[src/rtl/csum_word_accumulator_if.sv]
// Slice-in / word-out bus for the nibble-serial conditional-sum accumulator.
interface csum_word_accumulator_if #(
  parameter int NSLICES = 4
);
  logic                   in_valid;
  logic                   in_ready;
  logic [9:0]             in_value;
  logic                   in_first;
  logic                   in_cin;
  logic                   out_valid;
  logic                   out_ready;
  logic [4*NSLICES-1:0]   out_sum;
  logic                   out_cout;
  logic                   err;

  modport master (
    output in_valid, in_value, in_first, in_cin, out_ready,
    input  in_ready, out_valid, out_sum, out_cout, err
  );

  modport slave (
    input  in_valid, in_value, in_first, in_cin, out_ready,
    output in_ready, out_valid, out_sum, out_cout, err
  );
endinterface

[src/rtl/csum_word_accumulator.sv]
// Resolves 10-bit conditional-sum slices LSB-first into a 4*NSLICES-bit word; out_valid 1 cycle after last slice.
// in_ready drops while a word is held; the word stays stable until out_ready, then one bubble before the next word.
module csum_word_accumulator #(
  parameter int NSLICES = 4,
  parameter int IDXW    = 2
) (
  input  logic                   clk,
  input  logic                   rst_n,
  csum_word_accumulator_if.slave bus
);
  localparam int W = 4 * NSLICES;

  typedef enum logic [1:0] {IDLE, ACC, HOLD} state_t;

  state_t          state, state_d;
  logic [IDXW-1:0] idx, idx_d;
  logic            carry, carry_d;
  logic [W-1:0]    sum_q, sum_d;
  logic            cout_q, cout_d;
  logic            err_q, err_d;
  logic            ready, accept, as_first, c, nc, last;
  logic [3:0]      nib;

  always_ff @(posedge clk) begin
    if (!rst_n) begin
      state  <= IDLE;
      idx    <= '0;
      carry  <= 1'b0;
      sum_q  <= '0;
      cout_q <= 1'b0;
      err_q  <= 1'b0;
    end else begin
      state  <= state_d;
      idx    <= idx_d;
      carry  <= carry_d;
      sum_q  <= sum_d;
      cout_q <= cout_d;
      err_q  <= err_d;
    end
  end

  always_comb begin
    state_d  = state;
    idx_d    = idx;
    carry_d  = carry;
    sum_d    = sum_q;
    cout_d   = cout_q;
    err_d    = 1'b0;
    ready    = (state != HOLD);
    accept   = bus.in_valid & ready;
    // In IDLE every beat starts a word; in ACC an in_first beat restarts it.
    as_first = (state == IDLE) | bus.in_first;
    c        = as_first ? bus.in_cin : carry;
    nib      = c ? bus.in_value[3:0] : bus.in_value[7:4];
    nc       = c ? bus.in_value[9] : bus.in_value[8];
    last     = as_first ? (NSLICES == 1) : (idx == IDXW'(NSLICES - 1));

    case (state)
      IDLE, ACC: begin
        if (accept) begin
          carry_d = nc;
          err_d   = (state == IDLE) ? ~bus.in_first : bus.in_first;
          for (int k = 0; k < NSLICES; k++) begin
            if (as_first)
              sum_d[4*k +: 4] = (k == 0) ? nib : 4'h0;
            else if (idx == IDXW'(k))
              sum_d[4*k +: 4] = nib;
          end
          if (last) begin
            state_d = HOLD;
            idx_d   = '0;
            cout_d  = nc;
          end else begin
            state_d = ACC;
            idx_d   = as_first ? IDXW'(1) : idx + IDXW'(1);
          end
        end
      end
      HOLD: begin
        if (bus.out_ready)
          state_d = IDLE;
      end
      default: state_d = IDLE;
    endcase
  end

  assign bus.in_ready  = ready;
  assign bus.out_valid = (state == HOLD);
  assign bus.out_sum   = sum_q;
  assign bus.out_cout  = cout_q;
  assign bus.err       = err_q;
endmodule

[src/flat_wrapper.sv]
// flat-port wrapper written by rule: the top's interface ports become plain ports
module csum_word_accumulator_flat 
#(
  parameter int NSLICES = 4,
  parameter int IDXW    = 2
)
  (clk, rst_n, bus_in_valid, bus_in_value, bus_in_first, bus_in_cin, bus_out_ready, bus_in_ready, bus_out_valid, bus_out_sum, bus_out_cout, bus_err);
  csum_word_accumulator_if #(.NSLICES(NSLICES)) bus_i ();
  input  logic clk;
  input  logic rst_n;
  input wire logic [$bits(bus_i.in_valid)-1:0] bus_in_valid;
  input wire logic [$bits(bus_i.in_value)-1:0] bus_in_value;
  input wire logic [$bits(bus_i.in_first)-1:0] bus_in_first;
  input wire logic [$bits(bus_i.in_cin)-1:0] bus_in_cin;
  input wire logic [$bits(bus_i.out_ready)-1:0] bus_out_ready;
  output wire logic [$bits(bus_i.in_ready)-1:0] bus_in_ready;
  output wire logic [$bits(bus_i.out_valid)-1:0] bus_out_valid;
  output wire logic [$bits(bus_i.out_sum)-1:0] bus_out_sum;
  output wire logic [$bits(bus_i.out_cout)-1:0] bus_out_cout;
  output wire logic [$bits(bus_i.err)-1:0] bus_err;
  assign bus_i.in_valid = bus_in_valid;
  assign bus_i.in_value = bus_in_value;
  assign bus_i.in_first = bus_in_first;
  assign bus_i.in_cin = bus_in_cin;
  assign bus_i.out_ready = bus_out_ready;
  assign bus_in_ready = bus_i.in_ready;
  assign bus_out_valid = bus_i.out_valid;
  assign bus_out_sum = bus_i.out_sum;
  assign bus_out_cout = bus_i.out_cout;
  assign bus_err = bus_i.err;
  csum_word_accumulator #(.NSLICES(NSLICES), .IDXW(IDXW)) u_core (.clk(clk), .rst_n(rst_n), .bus(bus_i));
endmodule
[config.mk]
export PLATFORM = sky130hd
export DESIGN_NAME = csum_word_accumulator_flat
export DESIGN_NICKNAME = d
export VERILOG_FILES = /design/src/rtl/csum_word_accumulator_if.sv /design/src/rtl/csum_word_accumulator.sv /design/src/flat_wrapper.sv
export SDC_FILE = /design/constraint.sdc
export NUM_CORES = 1
export LEC_CHECK = 0
export CAP_MARGIN = 25
export CORE_MARGIN = 3
export CORE_UTILIZATION = 43
export DETAILED_ROUTE_END_ITERATION = 16
export PLACE_DENSITY = 0.83
export SLEW_MARGIN = 0
export SYNTH_ARGS = -nofsm -noshare
export SYNTH_HDL_FRONTEND = slang
export SYNTH_SLANG_ARGS = --single-unit
[constraint.sdc]
create_clock -name clk -period 2.1 [get_ports clk]
set_input_delay 0.42 -clock clk [delete_from_list [all_inputs] [get_ports clk]]
set_output_delay 0.42 -clock clk [all_outputs]
set_load 0.01 [all_outputs]
==> results.json, run 1 <==
{
  "run_status": "finished clean",
  "cts-htree-levels": 1,
  "max-clock-path-buffers": 2,
  "placer_congestion_estimate": 0.8611,
  "layout.cells.most_common": "sky130_fd_sc_hd__clkdlybuf4s50_1",
  "cellPowerDensity_mw_per_mm2": 572.1,
  "timing.final.max_slew_violations": 0,
  "grt_setup_unrepaired": "false",
  "syn_area_per_cell_um2": 9.971,
  "iter_0_drt_violations": 30,
  "first_pass_grt_wire_length_um": 4071,
  "worst-endpoint-required_ps": 2310,
  "mappedNetlistNets": 120,
  "final_period_minus_worst_setup_slack_ps": 1945,
  "ys_seq_area_share_pct": 47.12,
  "cts_root_buf": "sky130_fd_sc_hd__clkbuf_4",
  "cp.arrival_ps": 2160,
  "yosys-top-cells-area": "sky130_fd_sc_hd__dfxtp_1 47%, sky130_fd_sc_hd__ha_1 7.7%, sky130_fd_sc_hd__o2bb2ai_1 7.2%",
  "fp-row-count": 16,
  "synth_cell_area_um2": 977.2,
  "synthToLayoutAreaGrowth_pct": 47.63,
  "postCtsHoldBufs": 0,
  "clock_latency_ps": 320,
  "overall_via_count_from_detail_route": 888,
  "wire_per_inst_um": 15.09,
  "hold_viol_final": 0,
  "synth_xor_xnor_area_share_pct": 0,
  "cts.clk_slew.worst_paths_ps": 130,
  "dp.final_hpwl_um": 1989,
  "post_cts_resize_count": 0,
  "drt-pass1-iter-count": 4,
  "switching_share_of_power_pct": 26.26,
  "wirelength_um": 2565,
  "synth_top_area_share_pct": 47.12,
  "vias_in_the_first_global_route": 918,
  "yosys.area_share.adder_pct": 7.682,
  "synth-simple-area-share_pct": 13.96,
  "main_combinational_cell_family_by_area_after_synthesis": "compound AO/OA/AOI/OAI gates",
  "hold_path_class": "reg -> reg",
  "placement.io_buffers": 35,
  "fp.coreArea_mm2": 0.002062,
  "io_pins": 36,
  "power_leakage_nw": 0.5653,
  "syn_inst": 98,
  "muxShareOfSynthArea_pct": 7.426,
  "layout.cells.most_common_list": "35 x sky130_fd_sc_hd__clkdlybuf4s50_1, 23 x sky130_fd_sc_hd__dfxtp_1, 9 x sky130_fd_sc_hd__a21oi_1, 8 x sky130_fd_sc_hd__o2bb2ai_1, 8 x sky130_fd_sc_hd__buf_4",
  "timing.clock.skew_ps": 10.43,
  "cts_tree": "yes",
  "detail_route.drc_violations": 0,
  "timing.final.setup_violations": 0,
  "start_kind": "flip-flop",
  "setup.worst_path.class": "reg -> reg",
  "worst_pin_slew_ps": 430.6,
  "switching_power_uw": 216.7,
  "max_cap_viol_count": 0,
  "tritoncts.num_buffers": 3,
  "fin_cells": 170,
  "gr-usage-all-layers_pct": 19.75,
  "place_inst": 166,
  "seq_power_share_pct": 55.9,
  "post_cts_buffers": 0,
  "die_h_um": 53.67,
  "peakVddDrop_mv": 0.5321,
  "synth_compound_gate_area_share_pct": 21.00,
  "synth-seq-cells": 23,
  "global_route.overflow_total": 0,
  "grt_max_degree": 15,
  "max_freq_mhz": 514.2,
  "post_route_cells_drive_above_1_share_pct": 9.790,
  "power.total_uw": 825.4,
  "number_of_warning_messages_in_the_yosys_log": 0,
  "die-width_um": 53.67,
  "ant_nets": 0,
  "slew_headroom_pct": 70.47,
  "antenna_found_initial": 0,
  "power.share.combinational_pct": 18.3,
  "antenna-diode-count": 0,
  "crit_fanout": 6,
  "intPower_uw": 608.7,
  "nets": 166,
  "start_util_pct": 47.39,
  "die-area_mm2": 0.002880,
  "routed_via_density": 5.224,
  "end_kind": "flip-flop",
  "synth.largest_area_cell": "sky130_fd_sc_hd__dfxtp_1",
  "ys_types": 26,
  "finalCritPeriodShare_pct": 92.61,
  "clock_sink_count": 23,
  "power.clock.fraction_pct": 25.8
}
## cell usage after synthesis
library cell,instances
sky130_fd_sc_hd__nand4_1,2
sky130_fd_sc_hd__dfxtp_1,23
sky130_fd_sc_hd__a21oi_1,9
sky130_fd_sc_hd__clkinv_1,1
sky130_fd_sc_hd__o21a_1,1
sky130_fd_sc_hd__o21ai_0,4
sky130_fd_sc_hd__buf_2,1
sky130_fd_sc_hd__nand2_1,6
sky130_fd_sc_hd__mux2i_1,5
sky130_fd_sc_hd__clkbuf_1,1
sky130_fd_sc_hd__nor3_1,1
sky130_fd_sc_hd__inv_1,4
sky130_fd_sc_hd__or2b_1,2
sky130_fd_sc_hd__and2_1,1
sky130_fd_sc_hd__mux2i_4,1
sky130_fd_sc_hd__o2bb2ai_1,8
sky130_fd_sc_hd__nand3_1,2
sky130_fd_sc_hd__and4b_1,1
sky130_fd_sc_hd__and3_1,1
sky130_fd_sc_hd__nand2b_1,3
sky130_fd_sc_hd__a211oi_1,5
sky130_fd_sc_hd__ha_1,6
sky130_fd_sc_hd__o22ai_1,4
sky130_fd_sc_hd__nor2_1,3
sky130_fd_sc_hd__nor2b_1,2
sky130_fd_sc_hd__or2_2,1
## worst max-delay path, cell delays in order, from the launching register on
cell	delay, ps
sky130_fd_sc_hd__dfxtp_1	370
sky130_fd_sc_hd__or2_2	320
sky130_fd_sc_hd__ha_1	250
sky130_fd_sc_hd__mux2i_4	290
sky130_fd_sc_hd__mux2i_1	450
sky130_fd_sc_hd__o22ai_1	160
## layer usage
layer,routed length (um),part of all wire [%],GRT usage [%]
met5,0,0,0
met4,22,0.86,4.255
met3,185,7.2,6.094
met2,1282,50,34.88
met1,1075,42,23.17
## final timing paths
kind | start | end | slack (ps) | depth (start not counted)
max reg2reg | u_core.state[1] | u_core.bus.out_sum[12] | 160 | 5
max | u_core.state[1] | u_core.bus.out_sum[12] | 160 | 5
min | u_core.bus.out_sum[8] | u_core.bus.out_sum[8] | 480 | 1
min reg2reg | u_core.bus.out_sum[8] | u_core.bus.out_sum[8] | 480 | 1
## logic make-up (layout without fill, tap and decap cells)
kind of cell	count (synthesis)	count (layout)
mux	6	6
compound gates	31	31
flops	23	23
buf+inv	7	52
fa+ha+maj	6	6
simple gates	25	25
## layout make-up
type                            instances  area, um^2
Fill cell                             160       619.3
Multi-Input combinational cell         68       489.2
Timing Repair Buffer                   43       410.4
Inverter                                5       18.77
Tap cell                               27       33.78
Clock buffer                            3       22.52
Sequential cell                        23       460.4
Clock inverter                          1       7.507
## flip-flops by register name, indices dropped and copies added (netlist names)
signal,cells
u_core.bus.out_sum,16
u_core.bus.out_cout,1
u_core.idx,2
u_core.state,2
u_core.carry,1
u_core.bus.err,1
## metrics by stage
step	area, um^2	utilization, %	setup WS [ps]	TNS, ps	hold slack, ps
6_report	1443	69.96	155.2	0	477.2
5_1_grt	1443	69.96	14.26	0	498.2
4_1_cts	1443	69.96	134.2	0	481.3
3_5_place_dp	1413	68.51	-191.1	-1292	452.2
3_3_place_gp	1413	68.51	-21.55	-31.91	457.3
2_1_floorplan	977.2	-	396.5	0	464.8
## power by group through the flow
stage,Sequential (mW),Clock (mW),Combinational [mW]
floorplan,0.475,0,0.0612
global placement,0.471,0,0.145
detailed placement,0.471,0,0.149
CTS,0.462,0.217,0.151
global route,0.463,0.236,0.163
finish,0.462,0.213,0.151
(Power assumes the default switching activity.)
==> inputs of run 2 (changes only) <==
- GPL_ROUTABILITY_DRIVEN: default -> 0
==> results of run 2 <==
No change in the layout: final DEF, timing and power equal those of run 1.
==> inputs of run 3 (changes only) <==
- CORE_UTILIZATION: 43 -> 46
- PLACE_DENSITY: 0.83 -> 0.87
- clock period: 2.1 -> 2.4 ns (I/O delays scaled with it)
==> run 3 against run 2 <==
Net effect:
- sequential cell count unchanged
- via count down 2.3%
- clock power down 20%
- highest routed layer unchanged
- first-iteration DRC count down 73%
- sequential share of layout area up 1.1 points
- critical endpoint is now u_core.bus.out_sum[2]
- combinational power down 21%
==> results.json, run 3 (synthesis results as in run 1) <==
{
  "run_status": "finished clean",
  "dp.final_hpwl_um": 1829,
  "flip_flop_count_of_the_largest_register_all_copies_and_words_added": 16,
  "first_pass_grt_wire_length_um": 3864,
  "cts_tree": "yes",
  "end_kind": "flip-flop",
  "timing.final.ws_setup_ps": 362.4,
  "clock_sink_count": 23,
  "detail_route.drc_violations": 0,
  "post-route-cell-area_mm2": 0.001395,
  "start_util_pct": 49.31,
  "routed_via_density": 5.293,
  "postCtsHoldBufs": 0,
  "die-width_um": 52.09,
  "tritoncts.num_buffers": 3,
  "io_pins": 36,
  "nets": 160,
  "ff2ff_path_depth": 5,
  "worst-endpoint-required_ps": 2580,
  "gr-usage-all-layers_pct": 19.49,
  "cpLargestDelayFamily": "multiplexers",
  "iter_0_drt_violations": 8,
  "overall_via_count_from_detail_route": 868,
  "placement.io_buffers": 35,
  "timing.critical_path.buf_inv": 2,
  "peakVddDrop_mv": 0.4477,
  "power.total_uw": 693.0,
  "hold_end": "u_core.bus.out_sum[5]",
  "worst_r2r_setup_slack_ps": 410,
  "max-clock-path-buffers": 2,
  "regArea_um2": 460.4,
  "crit_fanout": 5,
  "finalCritPeriodShare_pct": 84.90,
  "fillers": 154,
  "synthToLayoutAreaGrowth_pct": 42.77,
  "worst_pin_slew_ps": 443.3,
  "crit_cells": 6,
  "timing.clock.skew_ps": 7.779,
  "critical-path-max-stage-delay_ps": 470,
  "cellPowerDensity_mw_per_mm2": 496.7,
  "multi_input_gate_area_in_the_final_layout_um2": 489.2,
  "hold_path_origin": "u_core.bus.out_sum[5]",
  "start_kind": "input port",
  "post_cts_buffers": 0,
  "max_freq_mhz": 490.8,
  "fp-row-count": 16,
  "die_h_um": 52.09,
  "final_period_minus_worst_setup_slack_ps": 2038,
  "setup_tns_ps": 0,
  "ant_nets": 0,
  "timing.final.max_slew_violations": 0,
  "power_leakage_nw": 0.5396,
  "grt_max_degree": 14,
  "slew_headroom_pct": 69.60,
  "layout.cells.most_common": "sky130_fd_sc_hd__clkdlybuf4s50_1",
  "antenna-diode-count": 0,
  "cts.clk_slew.worst_paths_ps": 120,
  "grt_setup_unrepaired": "false",
  "vias_in_the_first_global_route": 866,
  "layout.cells.most_common_list": "35 x sky130_fd_sc_hd__clkdlybuf4s50_1, 23 x sky130_fd_sc_hd__dfxtp_1, 9 x sky130_fd_sc_hd__a21oi_1, 8 x sky130_fd_sc_hd__o2bb2ai_1",
  "wire_per_inst_um": 13.91,
  "post_cts_resize_count": 0,
  "die-area_mm2": 0.002713,
  "max_cap_viol_count": 0,
  "timing.final.setup_violations": 0,
  "hold_viol_final": 0,
  "post_dp_cell_area_mm2": 0.001368,
  "wirelength_um": 2281,
  "global_route.overflow_total": 0,
  "antenna_found_initial": 0,
  "cp.arrival_ps": 2220,
  "cts_root_buf": "sky130_fd_sc_hd__clkbuf_4",
  "fp.coreArea_mm2": 0.001982,
  "post_route_cells_drive_above_1_share_pct": 5.839,
  "holdPathStages": 1,
  "preCtsSetupSlack_ps": 32.86,
  "setup.worst_path.class": "in -> reg",
  "hold_path_class": "reg -> reg",
  "drt-pass1-iter-count": 4,
  "critical_path_cell_with_the_highest_stage_delay": "sky130_fd_sc_hd__mux2i_1",
  "cts-htree-levels": 1,
  "worst_r2r_endpoint": "u_core.bus.out_sum[2]",
  "critical_path.cell_chain": "clkdlybuf4s50_1 -> inv_1 -> ha_1 -> mux2i_4 -> mux2i_1 -> a211oi_1",
  "r2r_start": "u_core.state[1]",
  "clock_latency_ps": 310
}
## run 3: cell count changes in the layout (fill, tap and decap cells not counted), sizes merged
| cell | change |
|---|---|
| buf | -6 |
| clkinv | +1 |
| clkinvlp | -1 |
## run 3: worst max path at each step
stage	startpoint	endpoint	slack (ps)
after floorplan	u_core.state[1]	u_core.bus.out_sum[14]	700
after global placement	bus_in_first	u_core.bus.out_sum[12]	100
after detailed placement	bus_in_first	u_core.bus.out_sum[2]	30
after CTS	bus_in_first	u_core.bus.out_sum[2]	380
after global routing	bus_in_first	u_core.bus.out_sum[14]	240
final	bus_in_first	u_core.bus.out_sum[2]	360
## run 3: stage by stage
| step | util (%) | hold WS, ps | cells |
|---|---|---|---|
| final | 70.39 | 477.2 | 164 |
| after detailed placement | 69.00 | 451.0 | 160 |
| after floorplan | - | 464.8 | 98 |
| after global placement | 69.00 | 451.8 | 160 |
| after CTS | 70.39 | 484.0 | 164 |
| after global routing | 70.39 | 496.9 | 164 |
## run 3: final cells by class
cell class | count | area share, %
Timing Repair Buffer | 37 | 26.19
Inverter | 5 | 1.345
Sequential cell | 23 | 33.00
Tap cell | 27 | 2.422
Clock inverter | 1 | 0.3587
Multi-Input combinational cell | 68 | 35.07
Clock buffer | 3 | 1.614
## run 3: routing by layer
layer | part of all wire [%] | routed length, um | global-route usage [%] | up-vias
li1 | - | - | - | 443
met3 | 6.6 | 150 | 5.444 | 2
met5 | 0 | 0 | 0 | -
met2 | 48 | 1096 | 29.50 | 29
met1 | 44 | 1015 | 25.00 | 394
met4 | 0.79 | 18 | 10.04 | 0
## run 3: power breakdown
| part | internal [mW] | switching [mW] | total [mW] |
|---|---|---|---|
| registers | 0.395 | 0.00830 | 0.404 |
| logic | 0.0639 | 0.0546 | 0.119 |
| clock network | 0.0622 | 0.109 | 0.171 |
| total | 0.522 | 0.171 | 0.693 |
